===== src/rtl/ctrl_pipe_seq.sv =====
// mips_pkg: opcode/funct/ALU encodings, per-stage mnemonic type and the
// control bundle layout shared by the control unit and its users.
//
// ctrl_pipe_seq: MIPS control unit. Decodes the D-stage instruction and
// carries the control bundle through registered X/M/W stages, inserting
// bubbles on stall/flush and holding MULT in X for MULT_LAT cycles.
// Ports
//   clk, rst           clock, synchronous active-high reset
//   bus (slave)        decode inputs and per-stage control outputs
//   pnem_D/X/M/W       mnemonic of the instruction in each stage
package mips_pkg;
  localparam logic [5:0] OP_RTYPE = 6'h00;
  localparam logic [5:0] OP_J     = 6'h02;
  localparam logic [5:0] OP_BEQ   = 6'h04;
  localparam logic [5:0] OP_BNE   = 6'h05;
  localparam logic [5:0] OP_ADDI  = 6'h08;
  localparam logic [5:0] OP_ADDIU = 6'h09;
  localparam logic [5:0] OP_ABS   = 6'h1c;
  localparam logic [5:0] OP_LW    = 6'h23;
  localparam logic [5:0] OP_SW    = 6'h2b;

  localparam logic [5:0] F_SLL  = 6'h00;
  localparam logic [5:0] F_SRL  = 6'h02;
  localparam logic [5:0] F_SRA  = 6'h03;
  localparam logic [5:0] F_MULT = 6'h18;
  localparam logic [5:0] F_ADD  = 6'h20;
  localparam logic [5:0] F_SUB  = 6'h22;
  localparam logic [5:0] F_AND  = 6'h24;
  localparam logic [5:0] F_OR   = 6'h25;
  localparam logic [5:0] F_XOR  = 6'h26;
  localparam logic [5:0] F_SLT  = 6'h2a;

  // Shifts share one ALU code; the shifter picks SLL/SRL/SRA from funct[1:0].
  localparam logic [2:0] ALU_AND   = 3'd0;
  localparam logic [2:0] ALU_OR    = 3'd1;
  localparam logic [2:0] ALU_ADD   = 3'd2;
  localparam logic [2:0] ALU_XOR   = 3'd3;
  localparam logic [2:0] ALU_SHIFT = 3'd4;
  localparam logic [2:0] ALU_ABS   = 3'd5;
  localparam logic [2:0] ALU_SUB   = 3'd6;
  localparam logic [2:0] ALU_SLT   = 3'd7;

  typedef enum logic [4:0] {
    NEM_ZERO, NEM_ADD, NEM_SUB, NEM_AND, NEM_OR, NEM_XOR, NEM_SLT,
    NEM_SLL, NEM_SRL, NEM_SRA, NEM_MULT, NEM_ADDI, NEM_ADDIU,
    NEM_LW, NEM_SW, NEM_BEQ, NEM_BNE, NEM_J, NEM_ABS
  } t_instr_pnmen;

  typedef struct packed {
    logic       jump;
    logic       reg_dst;
    logic       reg_write;
    logic       alu_src;
    logic       mem_write;
    logic       mem_read;
    logic       mem_to_reg;
    logic       branch;
    logic       br_ne;
    logic [2:0] alu_ctl;
  } ctrl_t;
endpackage

module ctrl_pipe_seq
  import mips_pkg::*;
#(
  parameter int DATA_W   = 32,
  parameter int MULT_LAT = 4,
  parameter int BR_MODE  = 0
) (
  input  logic                  clk,
  input  logic                  rst,
  ctrl_pipe_seq_if.slave        bus,
  output t_instr_pnmen          pnem_D,
  output t_instr_pnmen          pnem_X,
  output t_instr_pnmen          pnem_M,
  output t_instr_pnmen          pnem_W
);
  typedef struct packed {
    logic reg_write;
    logic mem_write;
    logic mem_read;
    logic mem_to_reg;
  } m_ctrl_t;

  typedef struct packed {
    logic reg_write;
    logic mem_to_reg;
  } w_ctrl_t;

  typedef enum logic {S_IDLE, S_BUSY} state_t;

  // Countdown start so that MULT sits in X for exactly MULT_LAT cycles
  // (entry cycle + MULT_LAT-1 BUSY cycles ending at cnt==0).
  localparam logic [3:0] CNT_INIT = (MULT_LAT > 1) ? 4'(MULT_LAT - 2) : 4'd0;

  logic [5:0]   opcode, funct;
  logic         unused_instr;
  ctrl_t        dec;
  t_instr_pnmen nem_d;

  ctrl_t        x_q;
  m_ctrl_t      m_q;
  w_ctrl_t      w_q;
  t_instr_pnmen nem_x_q, nem_m_q, nem_w_q;

  state_t       state_q, state_n;
  logic [3:0]   cnt_q, cnt_n;
  logic         mult_entry, hold_x;
  logic         br_taken, flush_d;

  assign opcode       = bus.instr_D[DATA_W-1 -: 6];
  assign funct        = bus.instr_D[5:0];
  assign unused_instr = ^bus.instr_D[DATA_W-7:6];

  // ---------------------------------------------------------------- decode
  always_comb begin
    dec   = '0;
    nem_d = NEM_ZERO;
    if (bus.valid_D && (bus.instr_D != '0)) begin
      case (opcode)
        OP_RTYPE: begin
          dec.reg_dst   = 1'b1;
          dec.reg_write = 1'b1;
          case (funct)
            F_ADD:  begin dec.alu_ctl = ALU_ADD;   nem_d = NEM_ADD;  end
            F_SUB:  begin dec.alu_ctl = ALU_SUB;   nem_d = NEM_SUB;  end
            F_AND:  begin dec.alu_ctl = ALU_AND;   nem_d = NEM_AND;  end
            F_OR:   begin dec.alu_ctl = ALU_OR;    nem_d = NEM_OR;   end
            F_XOR:  begin dec.alu_ctl = ALU_XOR;   nem_d = NEM_XOR;  end
            F_SLT:  begin dec.alu_ctl = ALU_SLT;   nem_d = NEM_SLT;  end
            F_SLL:  begin dec.alu_ctl = ALU_SHIFT; nem_d = NEM_SLL;  end
            F_SRL:  begin dec.alu_ctl = ALU_SHIFT; nem_d = NEM_SRL;  end
            F_SRA:  begin dec.alu_ctl = ALU_SHIFT; nem_d = NEM_SRA;  end
            // Multiplier reads operands directly; alu_ctl left at zero.
            F_MULT: begin                          nem_d = NEM_MULT; end
            default: dec = '0;
          endcase
        end
        OP_ADDI, OP_ADDIU: begin
          dec.alu_src   = 1'b1;
          dec.reg_write = 1'b1;
          dec.alu_ctl   = ALU_ADD;
          nem_d         = (opcode == OP_ADDI) ? NEM_ADDI : NEM_ADDIU;
        end
        OP_LW: begin
          dec.alu_src    = 1'b1;
          dec.mem_read   = 1'b1;
          dec.mem_to_reg = 1'b1;
          dec.reg_write  = 1'b1;
          dec.alu_ctl    = ALU_ADD;
          nem_d          = NEM_LW;
        end
        OP_SW: begin
          dec.alu_src   = 1'b1;
          dec.mem_write = 1'b1;
          dec.alu_ctl   = ALU_ADD;
          nem_d         = NEM_SW;
        end
        OP_BEQ: begin
          dec.branch  = 1'b1;
          dec.alu_ctl = ALU_SUB;
          nem_d       = NEM_BEQ;
        end
        OP_BNE: begin
          if (BR_MODE == 1) begin
            dec.branch  = 1'b1;
            dec.br_ne   = 1'b1;
            dec.alu_ctl = ALU_SUB;
            nem_d       = NEM_BNE;
          end
        end
        OP_J: begin
          dec.jump = 1'b1;
          nem_d    = NEM_J;
        end
        OP_ABS: begin
          dec.reg_write = 1'b1;
          dec.alu_ctl   = ALU_ABS;
          nem_d         = NEM_ABS;
        end
        default: ;
      endcase
    end
  end

  // --------------------------------------------------------------- MULT FSM
  always_ff @(posedge clk) begin
    if (rst) begin
      state_q <= S_IDLE;
      cnt_q   <= '0;
    end else begin
      state_q <= state_n;
      cnt_q   <= cnt_n;
    end
  end

  // hold_x covers every MULT cycle except the last, so the final BUSY
  // cycle (cnt==0) lets MULT move to M and the held D instruction into X.
  always_comb begin
    state_n    = state_q;
    cnt_n      = cnt_q;
    mult_entry = 1'b0;
    hold_x     = 1'b0;
    case (state_q)
      S_IDLE: begin
        if ((nem_x_q == NEM_MULT) && (MULT_LAT > 1)) begin
          mult_entry = 1'b1;
          hold_x     = 1'b1;
          state_n    = S_BUSY;
          cnt_n      = CNT_INIT;
        end
      end
      S_BUSY: begin
        if (cnt_q == 4'd0) begin
          state_n = S_IDLE;
        end else begin
          hold_x = 1'b1;
          cnt_n  = cnt_q - 4'd1;
        end
      end
      default: state_n = S_IDLE;
    endcase
  end

  // ---------------------------------------------------------- branch/hazard
  assign br_taken = x_q.branch & (x_q.br_ne ? ~bus.zero_X : bus.zero_X);
  assign flush_d  = br_taken | bus.flush_in;

  // ---------------------------------------------------------- stage regs
  always_ff @(posedge clk) begin
    if (rst) begin
      x_q     <= '0;
      nem_x_q <= NEM_ZERO;
      m_q     <= '0;
      nem_m_q <= NEM_ZERO;
      w_q     <= '0;
      nem_w_q <= NEM_ZERO;
    end else begin
      // D->X: MULT hold, then flush/stall bubble, then normal advance.
      if (hold_x) begin
        x_q     <= x_q;
        nem_x_q <= nem_x_q;
      end else if (flush_d || bus.stall_in) begin
        x_q     <= '0;
        nem_x_q <= NEM_ZERO;
      end else begin
        x_q     <= dec;
        nem_x_q <= nem_d;
      end

      if (hold_x) begin
        m_q     <= '0;
        nem_m_q <= NEM_ZERO;
      end else begin
        m_q     <= '{x_q.reg_write, x_q.mem_write, x_q.mem_read, x_q.mem_to_reg};
        nem_m_q <= nem_x_q;
      end

      w_q     <= '{m_q.reg_write, m_q.mem_to_reg};
      nem_w_q <= nem_m_q;
    end
  end

  // ---------------------------------------------------------------- outputs
  assign bus.ctrl_X     = x_q;
  assign bus.regwrite_M = m_q.reg_write;
  assign bus.memwrite_M = m_q.mem_write;
  assign bus.memread_M  = m_q.mem_read;
  assign bus.regwrite_W = w_q.reg_write;
  assign bus.memtoreg_W = w_q.mem_to_reg;
  assign bus.jump_D     = dec.jump;
  assign bus.stall_D    = bus.stall_in | (state_q == S_BUSY) | mult_entry;
  assign bus.br_taken_X = br_taken;
  assign bus.flush_D    = flush_d;

  assign pnem_D = nem_d;
  assign pnem_X = nem_x_q;
  assign pnem_M = nem_m_q;
  assign pnem_W = nem_w_q;
endmodule


===== src/rtl/ctrl_pipe_seq_if.sv =====
// ctrl_pipe_seq_if: decode-side bus between the IF/ID register, the hazard
// unit, the datapath and the ctrl_pipe_seq control unit.
//   master : the side driving instructions/hazards (datapath, IF/ID, bench)
//   slave  : the control unit
// Signals
//   instr_D, valid_D      instruction in D and its valid flag
//   stall_in, flush_in    external load-use stall / external flush of D
//   zero_X                ALU zero flag for the instruction in X
//   ctrl_X                12-bit control bundle in X
//   regwrite_M, memwrite_M, memread_M, regwrite_W, memtoreg_W  late-stage controls
//   jump_D, stall_D, br_taken_X, flush_D  decode/hazard results
interface ctrl_pipe_seq_if #(
  parameter int DATA_W = 32
);
  logic [DATA_W-1:0] instr_D;
  logic              valid_D;
  logic              stall_in;
  logic              flush_in;
  logic              zero_X;
  logic [11:0]       ctrl_X;
  logic              regwrite_M;
  logic              memwrite_M;
  logic              memread_M;
  logic              regwrite_W;
  logic              memtoreg_W;
  logic              jump_D;
  logic              stall_D;
  logic              br_taken_X;
  logic              flush_D;

  modport master (
    output instr_D, valid_D, stall_in, flush_in, zero_X,
    input  ctrl_X, regwrite_M, memwrite_M, memread_M, regwrite_W, memtoreg_W,
    input  jump_D, stall_D, br_taken_X, flush_D
  );

  modport slave (
    input  instr_D, valid_D, stall_in, flush_in, zero_X,
    output ctrl_X, regwrite_M, memwrite_M, memread_M, regwrite_W, memtoreg_W,
    output jump_D, stall_D, br_taken_X, flush_D
  );
endinterface


===== src/flat_wrapper.sv =====
// flat-port wrapper written by rule: the top's interface ports become plain ports
module ctrl_pipe_seq_flat import mips_pkg::*;
#(
  parameter int DATA_W   = 32,
  parameter int MULT_LAT = 4,
  parameter int BR_MODE  = 0
)
  (clk, rst, pnem_D, pnem_X, pnem_M, pnem_W, bus_instr_D, bus_valid_D, bus_stall_in, bus_flush_in, bus_zero_X, bus_ctrl_X, bus_regwrite_M, bus_memwrite_M, bus_memread_M, bus_regwrite_W, bus_memtoreg_W, bus_jump_D, bus_stall_D, bus_br_taken_X, bus_flush_D);
  ctrl_pipe_seq_if #(.DATA_W(DATA_W)) bus_i ();
  input  logic clk;
  input  logic rst;
  output t_instr_pnmen pnem_D;
  output t_instr_pnmen pnem_X;
  output t_instr_pnmen pnem_M;
  output t_instr_pnmen pnem_W;
  input wire logic [$bits(bus_i.instr_D)-1:0] bus_instr_D;
  input wire logic [$bits(bus_i.valid_D)-1:0] bus_valid_D;
  input wire logic [$bits(bus_i.stall_in)-1:0] bus_stall_in;
  input wire logic [$bits(bus_i.flush_in)-1:0] bus_flush_in;
  input wire logic [$bits(bus_i.zero_X)-1:0] bus_zero_X;
  output wire logic [$bits(bus_i.ctrl_X)-1:0] bus_ctrl_X;
  output wire logic [$bits(bus_i.regwrite_M)-1:0] bus_regwrite_M;
  output wire logic [$bits(bus_i.memwrite_M)-1:0] bus_memwrite_M;
  output wire logic [$bits(bus_i.memread_M)-1:0] bus_memread_M;
  output wire logic [$bits(bus_i.regwrite_W)-1:0] bus_regwrite_W;
  output wire logic [$bits(bus_i.memtoreg_W)-1:0] bus_memtoreg_W;
  output wire logic [$bits(bus_i.jump_D)-1:0] bus_jump_D;
  output wire logic [$bits(bus_i.stall_D)-1:0] bus_stall_D;
  output wire logic [$bits(bus_i.br_taken_X)-1:0] bus_br_taken_X;
  output wire logic [$bits(bus_i.flush_D)-1:0] bus_flush_D;
  assign bus_i.instr_D = bus_instr_D;
  assign bus_i.valid_D = bus_valid_D;
  assign bus_i.stall_in = bus_stall_in;
  assign bus_i.flush_in = bus_flush_in;
  assign bus_i.zero_X = bus_zero_X;
  assign bus_ctrl_X = bus_i.ctrl_X;
  assign bus_regwrite_M = bus_i.regwrite_M;
  assign bus_memwrite_M = bus_i.memwrite_M;
  assign bus_memread_M = bus_i.memread_M;
  assign bus_regwrite_W = bus_i.regwrite_W;
  assign bus_memtoreg_W = bus_i.memtoreg_W;
  assign bus_jump_D = bus_i.jump_D;
  assign bus_stall_D = bus_i.stall_D;
  assign bus_br_taken_X = bus_i.br_taken_X;
  assign bus_flush_D = bus_i.flush_D;
  ctrl_pipe_seq #(.DATA_W(DATA_W), .MULT_LAT(MULT_LAT), .BR_MODE(BR_MODE)) u_core (.clk(clk), .rst(rst), .bus(bus_i), .pnem_D(pnem_D), .pnem_X(pnem_X), .pnem_M(pnem_M), .pnem_W(pnem_W));
endmodule

===== config.mk =====
export PLATFORM = sky130hd
export DESIGN_NAME = ctrl_pipe_seq_flat
export DESIGN_NICKNAME = d
export VERILOG_FILES = /design/src/rtl/ctrl_pipe_seq.sv /design/src/rtl/ctrl_pipe_seq_if.sv /design/src/flat_wrapper.sv
export SDC_FILE = /design/constraint.sdc
export NUM_CORES = 1
export LEC_CHECK = 0
export ABC_AREA = 1
export BUFFER_PORTS_ARGS = -buffer_cell sky130_fd_sc_hd__buf_2
export CAP_MARGIN = 20
export CELL_PAD_IN_SITES_DETAIL_PLACEMENT = 1
export CELL_PAD_IN_SITES_GLOBAL_PLACEMENT = 2
export CORE_UTILIZATION = 26
export DETAILED_ROUTE_END_ITERATION = 6
export PLACE_DENSITY = 0.92
export RECOVER_POWER = 100
export SETUP_SLACK_MARGIN = 0.5
export SLEW_MARGIN = 10
export SYNTH_ARGS = -nofsm -noshare
export SYNTH_HDL_FRONTEND = slang
export SYNTH_SLANG_ARGS = --single-unit

===== constraint.sdc =====
create_clock -name clk -period 2.3 [get_ports clk]
set_input_delay 0.115 -clock clk [delete_from_list [all_inputs] [get_ports clk]]
set_output_delay 0.115 -clock clk [all_outputs]
set_load 0.02 [all_outputs]

======== Yosys cells after proc, flatten, opt, wreduce, memory -nomap -nowiden ========
Cells that the tools add are included.
word-level totals
  flip-flop bits (word level) ............. 38
  bits of input ports ..................... 38
operators by class
  add/sub/neg operators ................... 1
  eq/ne operators ......................... 19
  muxes and demuxes ....................... 26
  bitwise operators ....................... 6
  reduce and logical (&&, ||, !) cells .... 13
operator list
  cell                number
  $eq 6x6->1 const B  8
  $pmux 4 s10         1
  $pmux 5 s7          1
  $reduce_bool 32->1  1
  $mux 12             2
  $eq 6x2->1 const B  3
  $pmux 3 s6          1
  $eq 6x4->1 const B  2
  $eq 6x5->1 const B  2
  $logic_not 6->1     2
  $pmux 1 s2          6
  $pmux 3 s4          1
  $mux 5              2
  $reduce_or 10->1    1
  $mux 4              2
  $mux 8              1
  $pmux 4 s2          1
  $reduce_or 4->1     2
  $eq 6x3->1 const B  1
  $mux 1              6
  $eq 5x4->1 const B  1
  $logic_not 4->1     1
  $pmux 2 s2          1
  $reduce_or 2->1     2
  11 further kinds    14

======== Depth between registers and ports, before layout ========
Gate-level depths: netlist of run 1.
  depth after elaboration ................. 6
  mapped depth ............................ 11

======== Worst setup path after synthesis of run 1 ========
OpenSTA, ideal clock, no wires.
  path kind ............................... flip-flop to flip-flop
  start ................................... register u_core.x_q (netlist bit u_core.bus.ctrl_X[4])
  end ..................................... register u_core.x_q (netlist bit u_core.bus.ctrl_X[9])
  library setup time ...................... 58 ps
  arrival ................................. 1323 ps
  data required time ...................... 2242 ps
  setup slack ............................. 919 ps
  stages on the path, launching flop included .. 11
  buffers on the path ..................... 0
  path through ............................ dfxtp_1 nand2_1 inv_2 or2_4 nor2_4 inv_2 nor2_4 nand2_4 inv_2 nand2_1 nand2_1
on the way
  word-level cells in the longest chain between the ends .. 4
RTL lines
  item                      RTL line              source
  start: declaration        ctrl_pipe_seq.sv:101  ctrl_t x_q;
  start signal: assignment  ctrl_pipe_seq.sv:241  x_q <= x_q;
  $and 1x1->1               ctrl_pipe_seq.sv:226  assign br_taken = x_q.branch & (x_q.br_ne ? ~bus.zero_X : bus.zero_X);
  net bus_br_taken_X        flat_wrapper.sv:29    output wire logic [$bits(bus_i.br_taken_X)-1:0] bus_br_taken_X;
  $or 1x1->1                ctrl_pipe_seq.sv:227  assign flush_d = br_taken | bus.flush_in;
  net bus_flush_D           flat_wrapper.sv:30    output wire logic [$bits(bus_i.flush_D)-1:0] bus_flush_D;
  $logic_or 1x1->1          ctrl_pipe_seq.sv:243  end else if (flush_d || bus.stall_in) begin
  $mux 12                   ctrl_pipe_seq.sv:243
The timed path passes the listed nets, and every way through them passes these cells.
A chain may end at the register's enable or synchronous reset.

======== Worst setup path in the final report of run 1 ========
  start ................................... register u_core.cnt_q[0]
  end ..................................... register u_core.x_q (netlist bit u_core.bus.ctrl_X[5])
on the way
  word-level cells in the longest chain between the ends .. 3
RTL lines
  item                      RTL line              source
  start: declaration        ctrl_pipe_seq.sv:107  logic [3:0] cnt_q, cnt_n;
  start signal: assignment  ctrl_pipe_seq.sv:193  cnt_q <= cnt_n;
  $logic_not 4->1           ctrl_pipe_seq.sv:214  if (cnt_q == 4'd0) begin
  $mux 1                    ctrl_pipe_seq.sv:214
  $pmux 1 s2                ctrl_pipe_seq.sv:204  case (state_q)
No other way between the ends.

==> impl_metrics.yaml, run 1 <==
grt:
  first_global_vias: 1982
  antenna_found_initial: 0
  grt_pass1_wl_um: 8800
  grt_start_max_net_pins: 19
  track_usage_pct: 14.6
  grt_overflow: 0
place:
  dp_hpwl_um: 4460
  numPortBuffers: 77
  gp_congestion: 0.820
routing:
  num_vias: 2005
  ant_nets: 0
  routedWlPerCell_um: 11.1
  drc: 0
  firstDrtPassIters: 4
  drt_iter0_markers: 64
  wl_um: 5300
  avgViaCountPerCell: 4.19
floorplan:
  initial_core_util_pct: 27.6
  ios: 79
  fp.dieW_um: 87.9
  rows: 30
  core_mm2: 0.00694
  die-area_mm2: 0.00772
  fp.dieH_um: 87.9
hold_path:
  min_path_cells: 2
  hold_class: "in2reg"
  hold_path_startpoint: "rst"
  min_to: "u_core.pnem_W[4]$_SDFF_PP0_"
worst_setup_path:
  rr_endpoint: "u_core.bus.ctrl_X[5]$_SDFFE_PP0N_"
  crit_fanout: 18
  reg2regPathDepth: 9
  startpoint_type: "register"
  critPathKind: "reg2reg"
  rr_startpoint: "u_core.cnt_q[0]$_SDFFE_PP0P_"
  required_ns: 2.50
  r2r_slack_ns: 0.61
  end_kind: "register"
  critPathArrivalTime_ns: 1.89
cts:
  numCtsBuffers: 5
  postCtsResizedCells: 0
  cts_root_buffer: "clkbuf_8"
  clk_latency_ns: 0.28
  clock_sinks: 35
  cts_hold_buf: 0
  h-tree-depth: 2
  clkTransAtPathRegs_ns: 0.07
  cts_tree: "done"
  clock_path_buffers: 2
  post_cts_buffers: 0
cells_and_area:
  finalNetCount: 420
  post_route_cells_drive_above_1_share_pct: 18.1
  seq_area_um2: 701
  area_growth_pct: 25.8
  multi_input_area_um2: 948
  antenna-diode-count: 0
  num-fill-cells: 967
pwr:
  internal-power_uw: 930
  clockPowerShare_pct: 39.4
  combPwrFrac_pct: 11.0
  power_frac_seq_pct: 49.6
  swShare_pct: 24.0
  power.leakage_uw: 0.00124
  p_switching_uw: 294
  ir_drop_v: 0.000155
  finalPower_uw: 1220
  power_density_mw_per_mm2: 508
synth:
  synth_top_area_share_pct: 36.6
  synth.area.top_cells: "dfxtp_1 (37%), nand2_1 (17%), nor2_1 (10%)"
  yosysSeqAreaShare_pct: 36.6
  synth.avg_cell_area_um2: 6.37
  yosys_warnings: 0
  ys_top_cells_by_count: "nand2_1 (87), nor2_1 (51), inv_1 (47)"
  ys_types: 27
  mappedNetlistNets: 340
  netlist_instances: 301
  synth_ff_type: "dfxtp_1"
  synth-seq-cells: 35
  syn_area_mm2: 0.00192
  synth-edff-count: 0
  yosys.area.top_type: "dfxtp_1"
  post-synth-top-count-cell: "nand2_1"
  synth-async-reset-ratio_pct: 0
timing:
  rsz0062_at_grt: "false"
  slew-limit-headroom_pct: 66.7
  hold_viol: 0
  fin_tns_setup_ns: 0
  drv_slew: 0
  tightest_slew_ns: 0.499
  holdWs_ns: 0.0927
  post-route-period-util_pct: 73.6
  timing.fmax_ghz: 0.591
  final-setup-viol-count: 0
  clock_skew_ns: 0.00526
  fin_crit_ns: 1.69
flow_run:
  drv_cap: 0
outcome:
  outcome: "finished, final reports clean"
[flip-flops by register name, summed over array words and instances (netlist names)]
register and flops:
u_core.bus.memwrite_M 1, u_core.pnem_M 5, u_core.pnem_W 5, u_core.pnem_X 5, u_core.state_q 1, u_core.bus.ctrl_X 10, u_core.cnt_q 4, u_core.m_q 1
u_core.bus.regwrite_M 1, u_core.bus.memtoreg_W 1, u_core.bus.regwrite_W 1
[final cells by class]
type | instances | area share [%]
flip-flops and latches | 35 | 29.1
repair buffers | 78 | 14.2
clock buffers | 8 | 4.15
multi-input cells | 208 | 39.3
inverters | 53 | 8.25
well taps | 96 | 4.98
[metal layers]
metal / wire [um] / global-route usage (%)
met1: 2400 / 17.5
met2: 2490 / 26.0
met3: 345 / 3.11
met4: 61 / 4.47
met5: 0 / 0
[power by group through the flow]
stage               clock, uW  combinational [uW]  sequential [uW]
global placement            0                 137              621
CTS                       502                 141              607
finish                    482                 135              608
global route              529                 154              607
detailed placement          0                 140              621
floorplan                   0                76.4              622
[worst max path at each step]
stage	startpoint	to	cells after the start
2_1_floorplan	u_core.bus.ctrl_X[4]$_SDFFE_PP0N_	u_core.bus.ctrl_X[9]$_SDFFE_PP0N_	10
3_3_place_gp	bus_instr_D[29]	pnem_D[3]	10
3_5_place_dp	u_core.cnt_q[0]$_SDFFE_PP0P_	u_core.cnt_q[0]$_SDFFE_PP0P_	9
4_1_cts	u_core.cnt_q[0]$_SDFFE_PP0P_	u_core.cnt_q[0]$_SDFFE_PP0P_	9
5_1_grt	u_core.cnt_q[0]$_SDFFE_PP0P_	u_core.bus.ctrl_X[4]$_SDFFE_PP0N_	9
6_report	u_core.cnt_q[0]$_SDFFE_PP0P_	u_core.bus.ctrl_X[5]$_SDFFE_PP0N_	9
[worst max-delay path: stages (launching register included)]
cell and delay, ns:
dfxtp_1 0.34, inv_1 0.07, ha_1 0.23, nand3_1 0.09, nand2_1 0.06, nand2_1 0.14
nand2_1 0.07, inv_1 0.38, nand2_1 0.12, o21ai_0 0.11
[per-stage QoR]
| stage | util (%) | setup WS, ns | cell area, um^2 | std cells |
|---|---|---|---|---|
| after floorplan | - | 0.919 | 1920 | 301 |
| after global placement | 34.5 | 0.898 | 2390 | 470 |
| after detailed placement | 34.5 | 0.825 | 2390 | 470 |
| after CTS | 35.9 | 0.805 | 2490 | 478 |
| after global routing | 34.7 | 0.336 | 2410 | 478 |
| final | 34.7 | 0.607 | 2410 | 478 |
[cell families after synthesis]
family,share of synthesized area [%]
other cells,0.196
simple gates,44.1
fa+ha+maj,0.653
buf+inv,12.2
flops,36.6
compound gates,6.33
[placed cells by master (no fill, tap or decap), drive strengths merged]
cell type / synthesis / final
nand2: 92 / 92
nor2: 64 / 64
inv: 53 / 53
clkbuf: 1 / 46
buf: 4 / 40
dfxtp: 35 / 35
nand3: 24 / 24
o21ai: 14 / 14
a21oi: 3 / 3
nand4: 3 / 3
nor3: 3 / 3
o21bai: 1 / 1
or2: 1 / 1
a31oi: 1 / 1
ha: 1 / 1
conb: 1 / 1
Power figures use the tool's default switching activity.
==> run 2, diff against run 1 <==
CORE_UTILIZATION = 21   (was 26)
PLACE_DENSITY = 0.81   (was 0.92)
clock period = 1.4 ns   (was 2.3 ns; I/O delays follow)
==> run 2 against run 1 <==
The flow now finishes with violations (setup timing); die area grew 23%; global-route usage decreased by 1.2 points; hold slack lost 0.057 ns; sequential share of layout area is 8.1 points lower; fmax up 21%; critical path depth stayed put; combinational power increased to 2.8 times the previous value; clock skew is 0.0029 ns lower; first-iteration DRC count decreased by 56%; critical endpoint is now u_core.pnem_X[3]$_SDFFE_PP0N_; largest cell class unchanged; highest routed layer unchanged.
==> impl_metrics.yaml, run 2 (synthesized netlist as in run 1, its figures left out) <==
place:
  dp_hpwl_um: 4570
  pre_cts_ws_ns: 0.0306
  gp_congestion: 0.783
  numPortBuffers: 77
  placed_cell_area_mm2: 0.00251
cts:
  h-tree-depth: 2
  cts_tree: "done"
  cts_root_buffer: "clkbuf_8"
  numCtsBuffers: 5
  clock_sinks: 35
  clkTransAtPathRegs_ns: 0.07
  clk_latency_ns: 0.29
  clock_path_buffers: 2
cells_and_area:
  largest_reg_flops: 10
  post-route-util_pct: 39.2
  post_route_cells_drive_above_1_share_pct: 53.1
  final_cell_mix: "nand2_1 (59), buf_4 (42), inv_1 (36), nor2_1 (34), dfxtp_1 (29)"
  finalInstanceArea_mm2: 0.00343
  final_common_cell: "nand2_1"
  antenna-diode-count: 0
  area_growth_pct: 79.1
  finalNetCount: 467
routing:
  routedWlPerCell_um: 12.4
  firstDrtPassIters: 4
  ant_nets: 0
  drc: 0
  drt_iter0_markers: 28
  wl_um: 6690
  avgViaCountPerCell: 4.23
  num_vias: 2269
timing:
  layout_setup_ws_ns: -0.00180
  fin_crit_ns: 1.40
  timing.fmax_ghz: 0.713
  rsz0062_at_grt: "true"
  hold_viol: 0
  drv_slew: 0
  clock_skew_ns: 0.00239
  final-setup-viol-count: 1
  post-route-period-util_pct: 100
floorplan:
  ios: 79
  fp.dieW_um: 97.5
  die-area_mm2: 0.00951
  fp.dieH_um: 97.5
  initial_core_util_pct: 21.9
  rows: 34
  core_mm2: 0.00876
grt:
  grt_overflow: 0
  grt_pass1_wl_um: 10400
  track_usage_pct: 13.5
  first_global_vias: 2305
  antenna_found_initial: 0
  grt_start_max_net_pins: 13
hold_path:
  hold_path_startpoint: "rst"
  hold_class: "in2reg"
worst_setup_path:
  end_kind: "register"
  rr_startpoint: "u_core.cnt_q[0]$_SDFFE_PP0P_"
  crit_fanout: 5
  required_ns: 1.62
  critPathArrivalTime_ns: 1.62
  critPathKind: "reg2reg"
  cp-startpoint: "u_core.cnt_q[0]$_SDFFE_PP0P_"
  startpoint_type: "register"
pwr:
  power_density_mw_per_mm2: 643
  ir_drop_v: 0.000308
  power.leakage_uw: 0.00169
flow_run:
  drv_cap: 0
outcome:
  violations: "setup timing"
  outcome: "complete, but fails checks"
run 2: cell types whose count changed in the layout (fill, tap and decap cells not counted), sizes merged:
cell	before	now
buf	40	101
clkbuf	46	27
clkinv	0	2
clkinvlp	0	2
inv	53	54
run 2: path summary, 6_finish.rpt:
| check | to | slack, ns | cells past startpoint |
|---|---|---|---|
| worst max-delay path | u_core.pnem_X[3]$_SDFFE_PP0N_ | -0.002 | 9 |
| worst min-delay path | u_core.pnem_W[2]$_SDFF_PP0_ | 0.04 | 2 |
| worst max register to register | u_core.pnem_X[3]$_SDFFE_PP0N_ | -0.002 | 9 |
| worst min register to register | u_core.pnem_W[0]$_SDFF_PP0_ | 0.42 | 2 |
run 2: layout make-up:
cell class / instances / area, um^2
Inverter: 53 / 216
Clock inverter: 2 / 13.8
Sequential cell: 35 / 718
Tap cell: 108 / 135
Timing Repair Buffer: 122 / 908
Multi-Input combinational cell: 208 / 1320
Fill cell: 1099 / 5330
Clock buffer: 6 / 93.8
Timing Repair inverter: 3 / 23.8
run 2: through the flow:
| stage | cells | hold slack (ns) | setup TNS (ns) | total power [uW] |
|---|---|---|---|---|
| 6_report | 537 | 0.0353 | -0.00180 | 2210 |
| 5_1_grt | 537 | 0.0391 | -0.310 | 2310 |
| 2_1_floorplan | 301 | 0.233 | 0 | 1150 |
| 3_5_place_dp | 486 | 0.354 | 0 | 1260 |
| 3_3_place_gp | 486 | 0.350 | 0 | 1250 |
| 4_1_cts | 530 | 0.0379 | 0 | 2200 |
run 2: worst max-delay path, cell delays in order, from the launching register on:
cell	delay (ns)
dfxtp_2	0.33
inv_2	0.07
ha_4	0.14
nand3_2	0.06
nand2_2	0.11
nand3_4	0.10
nor2_4	0.20
buf_4	0.15
inv_4	0.04
o21ai_2	0.12
run 2: repair_timing:
action,CTS,global route
resized for setup,113,65
buffers inserted,33,7
endpoints found under the setup margin,44,52
pin swaps,41,22
gates cloned,3,0
hold buffers,0,0
hold endpoints to repair,0,0
run 2: power breakdown:
part | internal, uW | leakage (uW) | switching (uW)
Clock | 458 | 0.0000563 | 382
Combinational | 177 | 0.00134 | 201
Sequential | 989 | 0.000286 | 1.63
Total | 1620 | 0.00169 | 585
run 2: metal layers:
metal,up-vias,wire [um],global-route usage [%]
met5,-,0,0
met2,72,3510,24.6
met1,1024,2760,15.6
met3,10,321,2.52
li1,1163,-,-
met4,0,87,4.30
